==> config.mk <==
export PLATFORM = sky130hd
export DESIGN_NAME = fpu_share_arbiter_flat
export DESIGN_NICKNAME = d
export VERILOG_FILES = /design/src/rtl/fpu_share_arbiter_pkg.sv /design/src/rtl/fpu_share_arbiter_if.sv /design/src/rtl/fpu_share_arbiter_rr_pick.sv /design/src/rtl/fpu_share_arbiter.sv /design/src/flat_wrapper.sv
export SDC_FILE = /design/constraint.sdc
export NUM_CORES = 1
export LEC_CHECK = 0
export CAP_MARGIN = 20
export CORE_AREA = 2 2 164 166
export CTS_BUF_LIST = sky130_fd_sc_hd__clkbuf_4 sky130_fd_sc_hd__clkbuf_8
export DETAILED_ROUTE_END_ITERATION = 8
export DIE_AREA = 0 0 166 168
export GPL_TIMING_DRIVEN = 0
export HOLD_SLACK_MARGIN = 0.08
export PLACE_DENSITY = 0.62
export RECOVER_POWER = 100
export SYNTH_ARGS = -nofsm -noshare
export SYNTH_HDL_FRONTEND = slang
export SYNTH_HIERARCHICAL = 1
export SYNTH_SLANG_ARGS = --single-unit
==> constraint.sdc <==
create_clock -name clk -period 6.1 [get_ports clk]
set_clock_uncertainty 0.2 [all_clocks]
set_input_delay 0.61 -clock clk [delete_from_list [all_inputs] [get_ports clk]]
set_output_delay 0.61 -clock clk [all_outputs]
set_load 0.03 [all_outputs]
==> src/rtl/fpu_share_arbiter_pkg.sv <==
// fpu_arb_pkg: opcodes, FSM states and the timeout result word shared by the FPU arbiter.
package fpu_arb_pkg;
    localparam logic [1:0] SP_MULT = 2'd0;
    localparam logic [1:0] SP_DIV  = 2'd1;
    localparam logic [1:0] SP_ADD  = 2'd2;
    localparam logic [1:0] SP_SUB  = 2'd3;
    localparam logic [31:0] QNAN = 32'h7FC00000;
    typedef enum logic [1:0] {IDLE, ISSUE, WAIT, RESP} state_t;
endpackage

==> src/rtl/fpu_share_arbiter_if.sv <==
// fpu_share_arbiter_if: requester bus plus the ieee754_sp go/done link; slave is the arbiter side.
interface fpu_share_arbiter_if #(parameter int NREQ = 4);
    import fpu_arb_pkg::*;
    logic [NREQ-1:0]      req_valid;
    logic [NREQ-1:0]      req_ready;
    logic [2*NREQ-1:0]    req_op;
    logic [32*NREQ-1:0]   req_a;
    logic [32*NREQ-1:0]   req_b;
    logic [NREQ-1:0]      resp_valid;
    logic [31:0]          resp_data;
    logic                 resp_err;
    logic [31:0]          sp_a;
    logic [31:0]          sp_b;
    logic [1:0]           sp_op;
    logic                 sp_go;
    logic                 sp_done;
    logic [31:0]          sp_d;
    modport master (
        output req_valid, req_op, req_a, req_b, sp_done, sp_d,
        input  req_ready, resp_valid, resp_data, resp_err, sp_a, sp_b, sp_op, sp_go
    );
    modport slave (
        input  req_valid, req_op, req_a, req_b, sp_done, sp_d,
        output req_ready, resp_valid, resp_data, resp_err, sp_a, sp_b, sp_op, sp_go
    );
endinterface

==> src/rtl/fpu_share_arbiter_rr_pick.sv <==
// rr_pick: combinational round-robin picker, first set request at or above ptr with wrap-around.
module rr_pick
    import fpu_arb_pkg::*;
#(
    parameter int N = 4,
    localparam int W = $clog2(N)
) (
    input  logic [N-1:0] i_req,
    input  logic [W-1:0] i_ptr,
    output logic [N-1:0] o_gnt,
    output logic [W-1:0] o_idx,
    output logic         o_any
);
    logic [W-1:0] w_j;
    // Scan farthest-first so the candidate closest to ptr is the last one written.
    always_comb begin
        w_j   = '0;
        o_idx = '0;
        o_any = 1'b0;
        for (int k = N - 1; k >= 0; k--) begin
            w_j = W'((int'(i_ptr) + k) % N);
            if (i_req[w_j]) begin
                o_idx = w_j;
                o_any = 1'b1;
            end
        end
        o_gnt = o_any ? N'(1) << o_idx : '0;
    end
endmodule

==> src/rtl/fpu_share_arbiter.sv <==
// fpu_share_arbiter: round-robin sharing of one ieee754_sp unit among NREQ requesters,
// with a watchdog that turns a hung unit into a qNaN error response.
module fpu_share_arbiter
    import fpu_arb_pkg::*;
#(
    parameter int NREQ    = 4,
    parameter int TIMEOUT = 64
) (
    input  logic                clk,
    input  logic                reset,
    fpu_share_arbiter_if.slave  bus,
    output logic                busy,
    output logic [7:0]          timeout_cnt
);
    localparam int IW = $clog2(NREQ);
    localparam int WW = $clog2(TIMEOUT);

    state_t            r_state, w_next;
    logic [IW-1:0]     r_ptr, r_id, w_idx;
    logic [NREQ-1:0]   w_gnt;
    logic              w_any;
    logic [1:0]        r_op;
    logic [31:0]       r_a, r_b, r_res;
    logic              r_err;
    logic [WW-1:0]     r_wd;
    logic [7:0]        r_tcnt;
    logic              w_timeout;

    rr_pick #(.N(NREQ)) u_pick (
        .i_req (bus.req_valid),
        .i_ptr (r_ptr),
        .o_gnt (w_gnt),
        .o_idx (w_idx),
        .o_any (w_any)
    );

    // Abort when the count after this cycle's increment reaches TIMEOUT-1.
    assign w_timeout = (r_wd + WW'(1)) == WW'(TIMEOUT - 1);

    assign bus.req_ready  = (r_state == IDLE) ? w_gnt : '0;
    assign bus.resp_valid = (r_state == RESP) ? NREQ'(1) << r_id : '0;
    assign bus.resp_data  = r_res;
    assign bus.resp_err   = r_err;
    assign bus.sp_a       = r_a;
    assign bus.sp_b       = r_b;
    assign bus.sp_op      = r_op;
    assign bus.sp_go      = r_state == ISSUE;
    assign busy           = r_state != IDLE;
    assign timeout_cnt    = r_tcnt;

    always_comb begin
        w_next = r_state;
        unique case (r_state)
            IDLE:    w_next = w_any ? ISSUE : IDLE;
            ISSUE:   w_next = WAIT;
            WAIT:    w_next = (bus.sp_done || w_timeout) ? RESP : WAIT;
            RESP:    w_next = IDLE;
            default: w_next = IDLE;
        endcase
    end

    always_ff @(posedge clk or posedge reset) begin
        if (reset) begin
            r_state <= IDLE;
            r_ptr   <= '0;
            r_id    <= '0;
            r_op    <= '0;
            r_a     <= '0;
            r_b     <= '0;
            r_res   <= '0;
            r_err   <= 1'b0;
            r_wd    <= '0;
            r_tcnt  <= '0;
        end else begin
            r_state <= w_next;
            case (r_state)
                IDLE: if (w_any) begin
                    r_id <= w_idx;
                    r_op <= bus.req_op[2*int'(w_idx) +: 2];
                    r_a  <= bus.req_a[32*int'(w_idx) +: 32];
                    r_b  <= bus.req_b[32*int'(w_idx) +: 32];
                end
                ISSUE: r_wd <= '0;
                WAIT: begin
                    r_wd <= r_wd + WW'(1);
                    if (bus.sp_done) begin
                        r_res <= bus.sp_d;
                        r_err <= 1'b0;
                    end else if (w_timeout) begin
                        r_res <= QNAN;
                        r_err <= 1'b1;
                        if (r_tcnt != 8'hFF) r_tcnt <= r_tcnt + 8'd1;
                    end
                end
                RESP: r_ptr <= (int'(r_id) == NREQ - 1) ? '0 : r_id + IW'(1);
                default: ;
            endcase
        end
    end
endmodule
==> src/flat_wrapper.sv <==
// flat-port wrapper written by rule: the top's interface ports become plain ports
module fpu_share_arbiter_flat import fpu_arb_pkg::*;
#(
    parameter int NREQ    = 4,
    parameter int TIMEOUT = 64
)
  (clk, reset, busy, timeout_cnt, bus_req_valid, bus_req_op, bus_req_a, bus_req_b, bus_sp_done, bus_sp_d, bus_req_ready, bus_resp_valid, bus_resp_data, bus_resp_err, bus_sp_a, bus_sp_b, bus_sp_op, bus_sp_go);
  fpu_share_arbiter_if #(.NREQ(NREQ)) bus_i ();
  input  logic clk;
  input  logic reset;
  output logic busy;
  output logic [7:0] timeout_cnt;
  input wire logic [$bits(bus_i.req_valid)-1:0] bus_req_valid;
  input wire logic [$bits(bus_i.req_op)-1:0] bus_req_op;
  input wire logic [$bits(bus_i.req_a)-1:0] bus_req_a;
  input wire logic [$bits(bus_i.req_b)-1:0] bus_req_b;
  input wire logic [$bits(bus_i.sp_done)-1:0] bus_sp_done;
  input wire logic [$bits(bus_i.sp_d)-1:0] bus_sp_d;
  output wire logic [$bits(bus_i.req_ready)-1:0] bus_req_ready;
  output wire logic [$bits(bus_i.resp_valid)-1:0] bus_resp_valid;
  output wire logic [$bits(bus_i.resp_data)-1:0] bus_resp_data;
  output wire logic [$bits(bus_i.resp_err)-1:0] bus_resp_err;
  output wire logic [$bits(bus_i.sp_a)-1:0] bus_sp_a;
  output wire logic [$bits(bus_i.sp_b)-1:0] bus_sp_b;
  output wire logic [$bits(bus_i.sp_op)-1:0] bus_sp_op;
  output wire logic [$bits(bus_i.sp_go)-1:0] bus_sp_go;
  assign bus_i.req_valid = bus_req_valid;
  assign bus_i.req_op = bus_req_op;
  assign bus_i.req_a = bus_req_a;
  assign bus_i.req_b = bus_req_b;
  assign bus_i.sp_done = bus_sp_done;
  assign bus_i.sp_d = bus_sp_d;
  assign bus_req_ready = bus_i.req_ready;
  assign bus_resp_valid = bus_i.resp_valid;
  assign bus_resp_data = bus_i.resp_data;
  assign bus_resp_err = bus_i.resp_err;
  assign bus_sp_a = bus_i.sp_a;
  assign bus_sp_b = bus_i.sp_b;
  assign bus_sp_op = bus_i.sp_op;
  assign bus_sp_go = bus_i.sp_go;
  fpu_share_arbiter #(.NREQ(NREQ), .TIMEOUT(TIMEOUT)) u_core (.clk(clk), .reset(reset), .bus(bus_i), .busy(busy), .timeout_cnt(timeout_cnt));
endmodule
-- Yosys cells after proc, flatten, opt, wreduce, memory -nomap -nowiden
Index checks and enable logic that the tools add are counted.
- logic and storage cells: 68
- output and inout port bits: 117
- register bits: 119
- bits of input ports: 303
- $add $sub $neg: 6
- shifts and indexed selects: 5
- eq/ne operators: 6
- bitwise operators: 1
- muxes and demuxes: 28
- reductions and logical operators: 8
- order comparisons: 4
- operators by type and width (cell ; number):
    $shiftx A128 B8 Y32 ; 2
    $mux W32 ; 2
    $lt A2 B3 Y1 const B ; 4
    $mux W1 ; 12
    $mux W4 ; 3
    $pmux W6 S2 ; 1
    $mux W2 ; 5
    $add A8 B1 Y8 const B ; 1
    $bmux W1 S2 ; 4
    $ne A8 B8 Y1 const B ; 1
    $pmux W2 S4 ; 1
    $shiftx A8 B4 Y2 ; 1
    $shl A1 B2 Y4 const A ; 2
    $add A6 B1 Y6 const B ; 1
    $eq A6 B6 Y1 const B ; 1
    $reduce_bool A2 Y1 ; 3
    $add A2 B1 Y2 const B ; 2
    $add A2 B2 Y2 const B ; 2
    $eq A2 B1 Y1 const B ; 2
    $eq A2 B2 Y1 const B ; 2
    $reduce_and A2 Y1 ; 2
    $reduce_and A4 Y1 ; 1
    $logic_not A2 Y1 ; 1
    $logic_or A1 B1 Y1 ; 1
    $not A1 Y1 ; 1

-- Depth between registers and ports, before layout
- depth in word-level cells: 10
- depth in mapped cells: 9
- gate-level depth less buffers: 7

-- Hierarchy
The synthesis kept the hierarchy.
- by module, submodules not included (module ; cells an instance ; instances ; sequential area each (um2) ; area an instance (um2)):
    fpu_share_arbiter ; 414 ; 1 ; 2977.9 ; 6384.9
    rr_pick ; 29 ; 1 ; 0.0 ; 182.7

-- Worst setup path after synthesis
No wires, ideal clock.
- path kind: input-to-reg
- start: input bus_req_valid[3]
- end: register u_core.r_b[10] (netlist: u_core/bus.sp_b[10])
- library setup time: 0.125 ns
- slack: 3.346 ns
- cell stages on the path: 8
- arrival time: 2.429 ns
- cell sequence: buf_4 -> o21bai_1 -> a221oi_2 -> clkbuf_1 -> buf_6 -> buf_2 -> mux4_2 -> mux2_2
- longest elaborated chain between the ends: 7
- RTL lines (element ; line ; text):
    start: declaration ; flat_wrapper.sv:13 ; input wire logic [$bits(bus_i.req_valid)-1:0] bus_req_valid;
    $bmux W1 S2 ; fpu_share_arbiter_rr_pick.sv:22 ; if (i_req[w_j]) begin
    $mux W1 (implied by the code) ; fpu_share_arbiter_rr_pick.sv:22 ;
    $mux W2 (3 in a row) ; fpu_share_arbiter_rr_pick.sv:22 ;
    $mux W2 (*) ; fpu_share_arbiter_rr_pick.sv:22 ;
    named net u_core.w_idx[0] ; fpu_share_arbiter.sv:19 ; logic [IW-1:0] r_ptr, r_id, w_idx;
    $shiftx A128 B8 Y32 (*) ; fpu_share_arbiter.sv:81 ; r_b <= bus.req_b[32*int'(w_idx) +: 32];
    end signal: assignment ; fpu_share_arbiter.sv:81 ;
    end: declaration ; fpu_share_arbiter.sv:23 ; logic [31:0] r_a, r_b, r_res;
The timed path passes the listed nets; every way through them passes the cells marked *. The select of a mux whose other input is x is not followed.
A chain may end at the register's enable or synchronous reset.

-- Worst setup path after layout
- start: input bus_req_valid[1]
- end: register u_core.r_b[6] (netlist: u_core/bus.sp_b[6])
Same word-level chain as after synthesis.

==> flow_summary.yaml <==
route:
  routed_via_density: 4.64
  dr.pass1.iters: 4
  wl_per_cell_um: 18.9
  post-route-drc-count: 0
  wirelength_mm: 23.3
  drt-initial-drc-count: 178
  vias: 5727
  ant_nets: 0
logic_synthesis:
  yosysSeqAreaShare_pct: 45.3
  synthTopCellsByArea: "dfrtp_1 (45%), mux4_2 (23%), mux2_2 (12%)"
  synth_area_um2: 6570
  synth_cells: 443
  synth.avg_cell_area_um2: 14.8
  synthTopCellsByCount: "dfrtp_1 (119), mux2_2 (72), mux4_2 (66)"
  synth_most_common_cell: "dfrtp_1"
  synth_ff_type: "dfrtp_1"
  synth-async-reset-ratio_pct: 100
  yosysTopAreaCell: "dfrtp_1"
  yosys_warnings: 6
  synth_edf_count: 0
  synth.distinct_cells: 52
  ys_ff_latch: 119
  synth_nets: 758
  synth_top_area_share_pct: 45.3
pwr:
  p_clk_share_pct: 13.4
  p_leak_nw: 4.60
  irDropWorstVdd_mv: 0.201
  p_sw_share_pct: 42.1
  power.net_switching_mw: 2.13
  p_comb_share_pct: 60.2
  power_density_nw_per_um2: 440
  p_int_mw: 2.93
  p_seq_share_pct: 26.3
cts:
  cts_resized: 0
  clkTransAtPathRegs_ns: 0.08
  numCtsBuffers: 17
  cts_hold_buf: 0
  postCtsSetupBuffers: 0
  cts_root_buffer: "clkbuf_8"
  cts_max_level: 4
  tritoncts: "built"
  clkSinkCount: 119
  cts_buffer_depth: 2
  clkLatencyLatePin_ns: 0.43
final_layout:
  area_delta_synth_final_pct: 75.0
  fin_nets: 1195
  drive_above_1_share_pct: 20.8
  diodes: 0
grt:
  grt_overflow: 0
  grt_pass1_vias: 6152
  grt_pass1_wl_mm: 35.8
  grt_max_degree: 69
  grt_usage_pct: 16.8
  antenna_found_initial: 0
sta:
  tightest_slew_ns: 2.29
  setup_tns_ns: 0
  max_freq_ghz: 0.249
  setup_viol: 0
  rsz0062_at_grt: "false"
  finalHoldViolCount: 0
  min_period_ns: 4.01
  slew_violations: 122
  period_share_pct: 65.7
  holdWs_ns: 0.292
  slew_headroom_pct: -53.4
placed_design:
  hpwl_mm: 19.0
  gp_congestion: 0.803
  portBuffers: 417
setup_path:
  slowest_stage: "clkbuf_1"
  critPathLaunchType: "input port"
  crit_required_ns: 6.21
  path_max_fanout: 10
  reg2reg_depth: 8
  arrival_ns: 4.12
  crit_path_end_kind: "flop"
  path_class: "input port to flop"
  r2r_end: "u_core/bus.sp_b[6]$_DFFE_PP0P_"
  worstReg2RegStart: "u_core/r_ptr[0]$_DFFE_PP0P_"
  timing.reg2reg.setup_slack_ns: 2.25
  path_cells: "dlygate4sd3_1 -> a21oi_1 -> a221oi_2 -> clkbuf_1 -> clkbuf_1 -> clkbuf_1 -> mux4_2 -> mux2_2"
  critical_path.max_stage_delay_ns: 0.74
  worst_path_most_repeated_cell: "clkbuf_1"
min_path:
  min_to: "u_core/bus.resp_data[25]$_DFFE_PP0P_"
  hold_depth: 1
  hold_path_class: "flop to flop"
  worstHoldStart: "u_core/bus.resp_data[25]$_DFFE_PP0P_"
die:
  die-area_um2: 27900
  row_count: 60
  dieWidth_um: 166
  pin_count: 420
  start_util_pct: 24.9
  core-area_um2: 26400
  die-height_um: 168
run_status:
  violations: "capacitance limit, slew limit"
  status: "finished, violations left"
run:
  maxCapViolCount: 2
==> placed cells by master, fill, tap and decap left out, types with 4 or more instances in the layout <==
cell type and count:
clkinv_4 4, clkbuf_1 23, mux2_2 72, dfrtp_1 119, mux4_2 66, o21ai_0 6, o22a_1 11, inv_1 10
nor2_1 9, nand2_1 14, buf_2 4, and2_1 9, clkdlybuf4s50_1 298, a22o_1 23, a21oi_1 6, clkbuf_8 18
ha_1 12, nor3_1 4, dlygate4sd3_1 119
==> final cells by class <==
type,count,area [um^2]
fill,2512,14900
timing repair buffer,418,4180
multi-input combinational,280,3360
sequential,119,2980
tap,341,427
clock buffer,21,270
buffer,32,136
clock inverter,11,103
inverter,12,46.3
==> cell families after synthesis <==
family / count (synthesis) / synth area share [%]
mux: 140 / 35.3
flops: 119 / 45.3
xor+xnor: 5 / 0.667
buf+inv: 44 / 3.09
compound gates: 65 / 8.04
simple gates: 58 / 5.28
fa+ha+maj: 12 / 2.29
==> per-stage QoR <==
stage          worst slack, ns  total power [mW]  area [um^2]  utilization (%)  instances
2_1_floorplan             2.13              3.29         6570                -        443
3_3_place_gp            0.0116              4.58        11200             42.4       1201
3_5_place_dp              2.14              4.60        11200             42.5       1202
4_1_cts                   2.62              5.31        11600             43.9       1234
5_1_grt                   1.44              5.37        11500             43.6       1234
6_report                  2.09              5.06        11500             43.6       1234
==> state kept, by name (all words and copies together) (netlist names) <==
signal	cells
u_core/bus.resp_data	32
u_core/bus.resp_err	1
u_core/bus.sp_a	32
u_core/bus.sp_b	32
u_core/bus.sp_op	2
u_core/r_id	2
u_core/r_ptr	2
u_core/r_state	2
u_core/r_wd	6
u_core/timeout_cnt	8
==> metal layers <==
layer,track usage (%),up-vias,part of all wire [%]
li1,-,2627,-
met3,5.10,23,6.0
met2,29.4,242,52
met4,4.20,0,1.5
met1,20.2,2835,41
met5,0,-,0
==> how the worst max path moves through the flow <==
| stage | from | to | slack, ns | cells after the start |
|---|---|---|---|---|
| finish | bus_req_valid[1] | u_core/bus.sp_b[6]$_DFFE_PP0P_ | 2.09 | 8 |
| global route | reset | u_core/r_state[1]$_DFF_PP0_ | 1.44 | 3 |
| CTS | bus_req_valid[1] | u_core/bus.sp_b[6]$_DFFE_PP0P_ | 2.62 | 7 |
| detailed placement | bus_req_valid[1] | u_core/bus.sp_b[6]$_DFFE_PP0P_ | 2.14 | 7 |
| global placement | reset | u_core/bus.sp_a[8]$_DFFE_PP0P_ | 0.01 | 2 |
| floorplan | reset | u_core/bus.resp_data[0]$_DFFE_PP0P_ | 2.13 | 1 |
==> power groups by stage <==
| stage | clock (mW) | combinational, mW | sequential, mW |
|---|---|---|---|
| final | 0.680 | 3.05 | 1.33 |
| after global routing | 0.754 | 3.24 | 1.38 |
| after CTS | 0.715 | 3.25 | 1.35 |
| after detailed placement | 0 | 3.24 | 1.36 |
| after global placement | 0 | 3.22 | 1.35 |
| after floorplan | 0 | 1.29 | 2.00 |
==> critical path, delay by kind of cell <==
family / cells / cell delay, ns
AOI/OAI and AO/OA: 2 / 0.25
buffers and inverters: 4 / 2.36
muxes: 2 / 0.89
Note: power is estimated with default switching activity, not from simulation.
